`config.mk`:
```
export PLATFORM = sky130hd
export DESIGN_NAME = bus_slave_regs_if
export DESIGN_NICKNAME = d
export VERILOG_FILES = /design/src/rtl/bus_slave_regs_if_pkg.sv /design/src/rtl/bus_slave_regs_if_regbank.sv /design/src/rtl/bus_slave_regs_if.sv
export SDC_FILE = /design/constraint.sdc
export NUM_CORES = 1
export LEC_CHECK = 0
export CAP_MARGIN = 20
export CORE_MARGIN = 2
export CORE_UTILIZATION = 50
export CTS_CLUSTER_DIAMETER = 50
export CTS_CLUSTER_SIZE = 24
export DETAILED_ROUTE_END_ITERATION = 6
export DONT_BUFFER_PORTS = 1
export MAX_ROUTING_LAYER = met4
export PLACE_DENSITY = 0.64
export REMOVE_ABC_BUFFERS = 1
export SETUP_SLACK_MARGIN = 0.1
export SLEW_MARGIN = 20
export SYNTH_ARGS = -nofsm -noshare
export SYNTH_HDL_FRONTEND = slang
export SYNTH_HIERARCHICAL = 1
export SYNTH_SLANG_ARGS = --single-unit
```
`constraint.sdc`:
```
create_clock -name clk -period 3.8 [get_ports clk]
set_input_delay 0.38 -clock clk [delete_from_list [all_inputs] [get_ports clk]]
set_output_delay 0.38 -clock clk [all_outputs]
set_load 0.02 [all_outputs]
```
`src/rtl/bus_slave_regs_if_pkg.sv`:
```
// Shared definitions for the bus responder: handshake levels, transfer direction,
// responder FSM states and the fixed register indices of the bank.
package bus_slave_regs_if_pkg;

    localparam int WORD_DATA_W = 32;

    localparam logic READ  = 1'b1;
    localparam logic WRITE = 1'b0;

    localparam logic ENABLE_  = 1'b0;
    localparam logic DISABLE_ = 1'b1;

    localparam int SLV_REG_CTRL = 0;
    localparam int SLV_REG_STAT = 1;

    typedef enum logic [1:0] {
        ST_IDLE    = 2'd0,
        ST_WAIT    = 2'd1,
        ST_RESPOND = 2'd2
    } slave_state_e;

    // The status slot reads from stat_in and swallows writes.
    function automatic logic is_stat_idx(input int idx);
        return idx == SLV_REG_STAT;
    endfunction

endpackage

```
`src/rtl/bus_slave_regs_if_regbank.sv`:
```
// Register bank behind the bus responder: one write port, one combinational read
// port, writes to the status slot dropped, word 0 exported for control.
module bus_slave_regs_if_regbank
    import bus_slave_regs_if_pkg::*;
#(
    parameter int ADDR_W = 3
) (
    input  logic                   clk,
    input  logic                   reset_,
    input  logic                   we,
    input  logic [ADDR_W-1:0]      wr_idx,
    input  logic [WORD_DATA_W-1:0] wr_data,
    input  logic [ADDR_W-1:0]      rd_idx,
    output logic [WORD_DATA_W-1:0] rd_data,
    output logic [WORD_DATA_W-1:0] word0
);

    localparam int DEPTH = 2 ** ADDR_W;

    logic [WORD_DATA_W-1:0] bank [DEPTH];

    always_ff @(posedge clk or negedge reset_) begin
        if (!reset_) begin
            for (int i = 0; i < DEPTH; i++) begin
                bank[i] <= '0;
            end
        end else if (we && !is_stat_idx(int'(wr_idx))) begin
            bank[wr_idx] <= wr_data;
        end
    end

    assign rd_data = bank[rd_idx];
    assign word0   = bank[SLV_REG_CTRL];

endmodule

```
`src/rtl/bus_slave_regs_if.sv`:
```
// Bus responder: accepts a chip-selected address strobe, waits WAIT_CYCLES, then
// answers with a one-cycle active-low ready and registered read data.
//
//  state      | meaning
//  -----------+-----------------------------------------------------------
//  ST_IDLE    | no transfer in flight; strobe with cs_ low is accepted
//  ST_WAIT    | request latched, wait counter running down to zero
//  ST_RESPOND | bus_rdy_ low for this one cycle, read data on bus_rd_data
module bus_slave_regs_if
    import bus_slave_regs_if_pkg::*;
#(
    parameter int ADDR_W      = 3,
    parameter int WAIT_CYCLES = 1,
    parameter int WAIT_W      = 4
) (
    input  logic                   clk,
    input  logic                   reset_,
    input  logic                   bus_cs_,
    input  logic                   bus_as_,
    input  logic                   bus_rw,
    input  logic [31:0]            bus_addr,
    input  logic [WORD_DATA_W-1:0] bus_wr_data,
    output logic [WORD_DATA_W-1:0] bus_rd_data,
    output logic                   bus_rdy_,
    input  logic [WORD_DATA_W-1:0] stat_in,
    output logic [WORD_DATA_W-1:0] ctrl_out,
    output logic                   proto_err
);

    localparam logic [WAIT_W-1:0] CNT_LOAD = (WAIT_CYCLES > 0) ? WAIT_W'(WAIT_CYCLES - 1) : '0;
    localparam logic [WAIT_W-1:0] CNT_ONE  = WAIT_W'(1);

    slave_state_e           state, state_nxt;
    logic [WAIT_W-1:0]      wait_cnt, wait_cnt_nxt;
    logic [ADDR_W-1:0]      bus_idx, lat_idx, xfer_idx;
    logic                   lat_rw, xfer_rw;
    logic [WORD_DATA_W-1:0] lat_wdata, xfer_wdata;
    logic [WORD_DATA_W-1:0] bank_rd, rd_data_q, rd_data_nxt;
    logic                   strobe, accept, enter_resp, commit_we;
    logic                   proto_err_q;
    logic                   unused_addr_bits;

    assign bus_idx          = bus_addr[ADDR_W+1:2];
    assign unused_addr_bits = ^{bus_addr[31:ADDR_W+2], bus_addr[1:0]};
    assign strobe           = (bus_cs_ == ENABLE_) && (bus_as_ == ENABLE_);
    assign accept           = strobe && (state == ST_IDLE);

    always_comb begin
        state_nxt    = state;
        wait_cnt_nxt = wait_cnt;
        enter_resp   = 1'b0;
        case (state)
            ST_IDLE: begin
                if (accept) begin
                    if (WAIT_CYCLES == 0) begin
                        state_nxt  = ST_RESPOND;
                        enter_resp = 1'b1;
                    end else begin
                        state_nxt    = ST_WAIT;
                        wait_cnt_nxt = CNT_LOAD;
                    end
                end
            end
            ST_WAIT: begin
                if (wait_cnt == '0) begin
                    state_nxt  = ST_RESPOND;
                    enter_resp = 1'b1;
                end else begin
                    wait_cnt_nxt = wait_cnt - CNT_ONE;
                end
            end
            ST_RESPOND: state_nxt = ST_IDLE;
            default:    state_nxt = ST_IDLE;
        endcase
    end

    // With zero wait states the commit happens on the accepting edge, so the
    // live bus values stand in for the not-yet-latched request.
    always_comb begin
        if (state == ST_IDLE) begin
            xfer_idx   = bus_idx;
            xfer_rw    = bus_rw;
            xfer_wdata = bus_wr_data;
        end else begin
            xfer_idx   = lat_idx;
            xfer_rw    = lat_rw;
            xfer_wdata = lat_wdata;
        end
    end

    assign commit_we = enter_resp && (xfer_rw == WRITE);

    always_comb begin
        rd_data_nxt = '0;
        if (enter_resp && (xfer_rw == READ)) begin
            rd_data_nxt = is_stat_idx(int'(xfer_idx)) ? stat_in : bank_rd;
        end
    end

    always_ff @(posedge clk or negedge reset_) begin
        if (!reset_) begin
            state       <= ST_IDLE;
            wait_cnt    <= '0;
            lat_idx     <= '0;
            lat_rw      <= READ;
            lat_wdata   <= '0;
            rd_data_q   <= '0;
            proto_err_q <= 1'b0;
        end else begin
            state     <= state_nxt;
            wait_cnt  <= wait_cnt_nxt;
            rd_data_q <= rd_data_nxt;
            if (accept) begin
                lat_idx   <= bus_idx;
                lat_rw    <= bus_rw;
                lat_wdata <= bus_wr_data;
            end
            if (strobe && (state != ST_IDLE)) begin
                proto_err_q <= 1'b1;
            end
        end
    end

    bus_slave_regs_if_regbank #(
        .ADDR_W (ADDR_W)
    ) u_regbank (
        .clk     (clk),
        .reset_  (reset_),
        .we      (commit_we),
        .wr_idx  (xfer_idx),
        .wr_data (xfer_wdata),
        .rd_idx  (xfer_idx),
        .rd_data (bank_rd),
        .word0   (ctrl_out)
    );

    assign bus_rdy_    = (state == ST_RESPOND) ? ENABLE_ : DISABLE_;
    assign bus_rd_data = rd_data_q;
    assign proto_err   = proto_err_q;

endmodule

```
==> report_table.html <==
<table>
<tr><th>Metric</th><th>Value</th></tr>
<tr><th colspan="2">Clocking</th></tr>
<tr><td>H-tree lvl count</td><td>2</td></tr>
<tr><td>Clock Latency Late Sink</td><td>0.51 ns</td></tr>
<tr><td>TritonCTS buffer count</td><td>34</td></tr>
<tr><td>Clock tree from TritonCTS</td><td>yes</td></tr>
<tr><td>Number of hold buffers added after CTS</td><td>56</td></tr>
<tr><td>Cells resized by post-CTS repair</td><td>0</td></tr>
<tr><td>Clock Path Buffers</td><td>3</td></tr>
<tr><td>CTS sink cnt</td><td>331</td></tr>
<tr><td>CTS Root Buffer Type</td><td>sky130_fd_sc_hd__clkbuf_16</td></tr>
<tr><td>Number of setup buffers added after CTS</td><td>0</td></tr>
<tr><td>Clock edge transition at the registers on the reported setup and hold paths</td><td>0.06 ns</td></tr>
<tr><th colspan="2">Yosys</th></tr>
<tr><td>Post-Synth Adder-Cell Area</td><td>less than 1%</td></tr>
<tr><td>Area of the mapped netlist</td><td>0.0152 sq mm</td></tr>
<tr><td>Synth Area in Simple Gates</td><td>5.03%</td></tr>
<tr><td>Synthesized flop and latch total</td><td>331</td></tr>
<tr><td>Cell count after synthesis</td><td>1062</td></tr>
<tr><td>Leading post-synthesis cells by cell area</td><td>sky130_fd_sc_hd__dfrtp_1 (54%), sky130_fd_sc_hd__mux2_2 (20%), sky130_fd_sc_hd__mux4_2 (5.5%), sky130_fd_sc_hd__mux4_1 (4.7%), sky130_fd_sc_hd__nand2_1 (2.7%)</td></tr>
<tr><td>Mean post-synth cell area</td><td>around 14 sq um</td></tr>
<tr><td>Synth cell types</td><td>45</td></tr>
<tr><td>Yosys top cell by area</td><td>sky130_fd_sc_hd__dfrtp_1</td></tr>
<tr><td>Share of the synthesized netlist area taken by xor and xnor gates</td><td>less than 1%</td></tr>
<tr><td>Largest family of logic cells by synthesized area</td><td>multiplexers</td></tr>
<tr><td>Top-area cell type share of the netlist area</td><td>54.2%</td></tr>
<tr><td>Post-synthesis mux area share</td><td>32.3%</td></tr>
<tr><td>Synthesized-area fraction occupied by ao, oa, aoi and oai cells</td><td>2.46%</td></tr>
<tr><td>Yosys warnings</td><td>6</td></tr>
<tr><td>Register area share after synthesis</td><td>between 50% and 60%</td></tr>
<tr><th colspan="2">Timing</th></tr>
<tr><td>Sum of negative setup slack</td><td>0 ns</td></tr>
<tr><td>Share of the cycle needed by the critical path after routing</td><td>72.9%</td></tr>
<tr><td>Slew Limit Fails</td><td>0</td></tr>
<tr><td>Setup repair after global routing missed its margin</td><td>no</td></tr>
<tr><td>Shortest period the worst path allows</td><td>2.77 ns</td></tr>
<tr><td>Worst Clk Skew</td><td>around 0.011 ns</td></tr>
<tr><td>Total setup violations reported at the end of the flow</td><td>0</td></tr>
<tr><td>Smallest hold slack</td><td>-0.423 ns</td></tr>
<tr><td>Transition time at the pin with the least slew margin</td><td>1.08 ns</td></tr>
<tr><td>Fin. Hold Viols</td><td>330</td></tr>
<tr><td>Headroom to the max-slew limit</td><td>around 28%</td></tr>
<tr><td>Achievable Freq</td><td>361 MHz</td></tr>
<tr><th colspan="2">Setup path</th></tr>
<tr><td>Reg2reg start</td><td>state[0]$_DFFE_PN0P_</td></tr>
<tr><td>List of cells traversed by the critical path</td><td>nor2_4 -&gt; mux2i_4 -&gt; inv_6 -&gt; buf_12 -&gt; mux4_1 -&gt; mux2_2 -&gt; o21ai_0 -&gt; a21oi_1</td></tr>
<tr><td>Crit start category</td><td>flop</td></tr>
<tr><td>Worst-case reg-to-reg path depth</td><td>8</td></tr>
<tr><td>Crit path kind</td><td>flop to flop</td></tr>
<tr><td>Reg2Reg Capture Point</td><td>bus_rd_data[21]$_DFF_PN0_</td></tr>
<tr><td>Worst Path Arrival</td><td>3.12 ns</td></tr>
<tr><td>Setup slack of the most critical reg-to-reg path</td><td>1.03 ns</td></tr>
<tr><td>CP required</td><td>~4.2 ns</td></tr>
<tr><td>Crit path largest cell delay</td><td>~0.56 ns</td></tr>
<tr><td>Max FO, Critical Path</td><td>31</td></tr>
<tr><td>Cell type group with the largest total delay on the critical path</td><td>multiplexers</td></tr>
<tr><td>CP max stage cell</td><td>sky130_fd_sc_hd__mux4_1</td></tr>
<tr><td>CP endpoint kind</td><td>flop</td></tr>
<tr><td>Crit path buffers/inverters</td><td>2</td></tr>
<tr><th colspan="2">Routing</th></tr>
<tr><td>Total length of routed wires</td><td>33.2 mm</td></tr>
<tr><td>Routed vias</td><td>8397</td></tr>
<tr><td>Vias per cell</td><td>5.74</td></tr>
<tr><td>Number of routed nets with antenna violations</td><td>0</td></tr>
<tr><td>DRC viols</td><td>0</td></tr>
<tr><td>Number of DRC markers in iteration 0</td><td>between 400 and 500</td></tr>
<tr><td>Detailed-route wire length per cell</td><td>about 23 microns</td></tr>
<tr><td>Detailed Routing Iterations Pass 1</td><td>4</td></tr>
<tr><th colspan="2">Place</th></tr>
<tr><td>Routability congestion estimate</td><td>a little under 0.7</td></tr>
<tr><td>DP Cell Count</td><td>1347</td></tr>
<tr><td>Hpwl dp</td><td>around 19 mm</td></tr>
<tr><td>Input/output buffers</td><td>0</td></tr>
<tr><th colspan="2">Job</th></tr>
<tr><td>Total of max-cap violations</td><td>0</td></tr>
<tr><th colspan="2">Finish</th></tr>
<tr><td>Number of nets at the end of the flow</td><td>1153</td></tr>
<tr><td>Layout overhead on the synthesized area</td><td>11.2%</td></tr>
<tr><td>FILL cells</td><td>2390</td></tr>
<tr><td>Inserted Diodes</td><td>0</td></tr>
<tr><td>Finished Layout Cells</td><td>1462</td></tr>
<tr><td>Share of cells above drive strength 1</td><td>39.2%</td></tr>
<tr><th colspan="2">Global routing</th></tr>
<tr><td>Number of antenna violations at the first check in global routing</td><td>0</td></tr>
<tr><td>Final global-route overflow total</td><td>0</td></tr>
<tr><td>Pin count of the biggest net entering global routing</td><td>around 330</td></tr>
<tr><td>Number of global-route vias before repair</td><td>9022</td></tr>
<tr><td>Wire length of the first global-routing pass</td><td>52.4 mm</td></tr>
<tr><td>GRT Util Overall</td><td>22.3%</td></tr>
<tr><th colspan="2">Pwr</th></tr>
<tr><td>Share of power burned in combinational logic</td><td>34.2%</td></tr>
<tr><td>Cell Pwr Density</td><td>roughly 800 mW/mm^2</td></tr>
<tr><td>Fraction of power spent switching nets</td><td>32.7%</td></tr>
<tr><td>Sequential cell fraction of total power</td><td>39.8%</td></tr>
<tr><td>Power Internal</td><td>9.18 mW</td></tr>
<tr><td>Clock network fraction of total power</td><td>roughly a quarter</td></tr>
<tr><td>Leakage</td><td>approximately 8.1 nW</td></tr>
<tr><td>IR Drop Worst-Case VDD</td><td>approximately 0.48 mV</td></tr>
<tr><td>Net switching power of the design</td><td>4.45 mW</td></tr>
<tr><th colspan="2">Status</th></tr>
<tr><td>Violated checks</td><td>hold timing</td></tr>
<tr><td>Outcome</td><td>complete, but fails checks</td></tr>
<tr><th colspan="2">Die</th></tr>
<tr><td>Area of the placeable core</td><td>0.0298 sq mm</td></tr>
<tr><td>Boundary pin count</td><td>around 170</td></tr>
<tr><td>Area enclosed by the die boundary</td><td>0.0319 sq mm</td></tr>
<tr><td>Standard-cell rows</td><td>63</td></tr>
<tr><td>Die boundary height</td><td>179 microns</td></tr>
<tr><td>X dimension of the die</td><td>179 microns</td></tr>
<tr><td>Initial core utilization</td><td>51.1%</td></tr>
<tr><th colspan="2">Worst hold path</th></tr>
<tr><td>Type of the worst min-delay path</td><td>primary input to async pin</td></tr>
</table>
## flip-flops by register name, indices dropped and copies added (netlist names)
signal           cells
lat_wdata           32
lat_idx              3
wait_cnt             4
state                2
lat_rw               1
u_regbank/word0     32
u_regbank/bank     224
bus_rd_data         32
proto_err            1
## cell type report
cell class              count  area (sq um)  share of cell area [%]
clock buffers              43           956                    5.64
multi-input cells         593          6130                    36.2
well taps                 390           488                    2.88
flip-flops and latches    331          8280                    48.9
repair buffers             86           826                    4.87
clock inverters            15           231                    1.37
inverters                   4          20.0                   0.118
## stage by stage
stage | hold slack, ns | util (%) | area [sq um] | setup slack [ns] | total power [mW]
floorplan | 0.0844 | - | 14400 | -2.87 | 8.72
global placement | 0.105 | 51.0 | 15200 | 1.03 | 10.0
detailed placement | 0.104 | 51.0 | 15200 | 1.03 | 10.2
CTS | -0.442 | 56.8 | 16900 | 1.01 | 13.8
global route | -0.458 | 56.9 | 16900 | 0.897 | 14.4
finish | -0.423 | 56.9 | 16900 | 1.03 | 13.6
## cells by family after synthesis
family | after synthesis
compound gates | 68
mux | 358
xor+xnor | 1
simple gates | 164
buf+inv | 138
fa+ha+maj | 2
flops | 331
## synth_stat cells (all sizes together)
library cell,n
nor4b,1
nor3,1
mux2i,2
dfstp,1
nand2b,1
mux4,64
nand3,34
dfrtp,330
buf,89
nor2,5
or2b,1
mux2,292
ha,2
xor2,1
inv,4
nand2,110
o21ai,33
or4,1
nor4bb,2
nor4,2
clkbuf,45
nor2b,1
a21oi,32
nand4b,3
o31a,1
o31ai,2
nand4,1
or3b,1
## placed cells by master (no fill, tap or decap), types with 5 or more instances in the layout
cell type                         n
sky130_fd_sc_hd__bufinv_16        5
sky130_fd_sc_hd__mux4_1          27
sky130_fd_sc_hd__nand3_1         33
sky130_fd_sc_hd__clkbuf_16       35
sky130_fd_sc_hd__clkbuf_8         5
sky130_fd_sc_hd__mux4_2          37
sky130_fd_sc_hd__buf_4           26
sky130_fd_sc_hd__o21ai_0         22
sky130_fd_sc_hd__mux2_2         267
sky130_fd_sc_hd__mux2_1           8
sky130_fd_sc_hd__dfrtp_1        330
sky130_fd_sc_hd__mux2_4          17
sky130_fd_sc_hd__dlygate4sd3_1   57
sky130_fd_sc_hd__nand2_1        108
sky130_fd_sc_hd__o21ai_1         11
sky130_fd_sc_hd__a21oi_1         31
## worst max path at each step
stage                    startpoint                         endpoint  cells after the start
6_report       state[0]$_DFFE_PN0P_        bus_rd_data[21]$_DFF_PN0_                      8
5_1_grt        state[0]$_DFFE_PN0P_         bus_rd_data[3]$_DFF_PN0_                      8
4_1_cts        state[0]$_DFFE_PN0P_        bus_rd_data[14]$_DFF_PN0_                      8
3_5_place_dp   state[0]$_DFFE_PN0P_        bus_rd_data[14]$_DFF_PN0_                      8
3_3_place_gp   state[0]$_DFFE_PN0P_        bus_rd_data[14]$_DFF_PN0_                      8
2_1_floorplan  state[0]$_DFFE_PN0P_  u_regbank/bank[100]$_DFFE_PN0P_                      5
## metal layers
layer  global-route usage [%]  vias up  part of all wire (%)
met5                        -        -                     0
met1                     29.5     4408                    44
li1                         -     3765                     -
met4                     4.74        0                   1.9
met2                     36.1      175                    49
met3                     4.22       49                   4.7
## power groups by stage
stage / clock network [mW] / registers, mW / logic, mW
2_1_floorplan: 0 / 5.27 / 3.45
3_3_place_gp: 0 / 5.45 / 4.59
3_5_place_dp: 0 / 5.50 / 4.67
4_1_cts: 3.63 / 5.44 / 4.72
5_1_grt: 3.78 / 5.58 / 5.04
6_report: 3.54 / 5.43 / 4.67
Note: power is estimated with default switching activity, not from simulation.
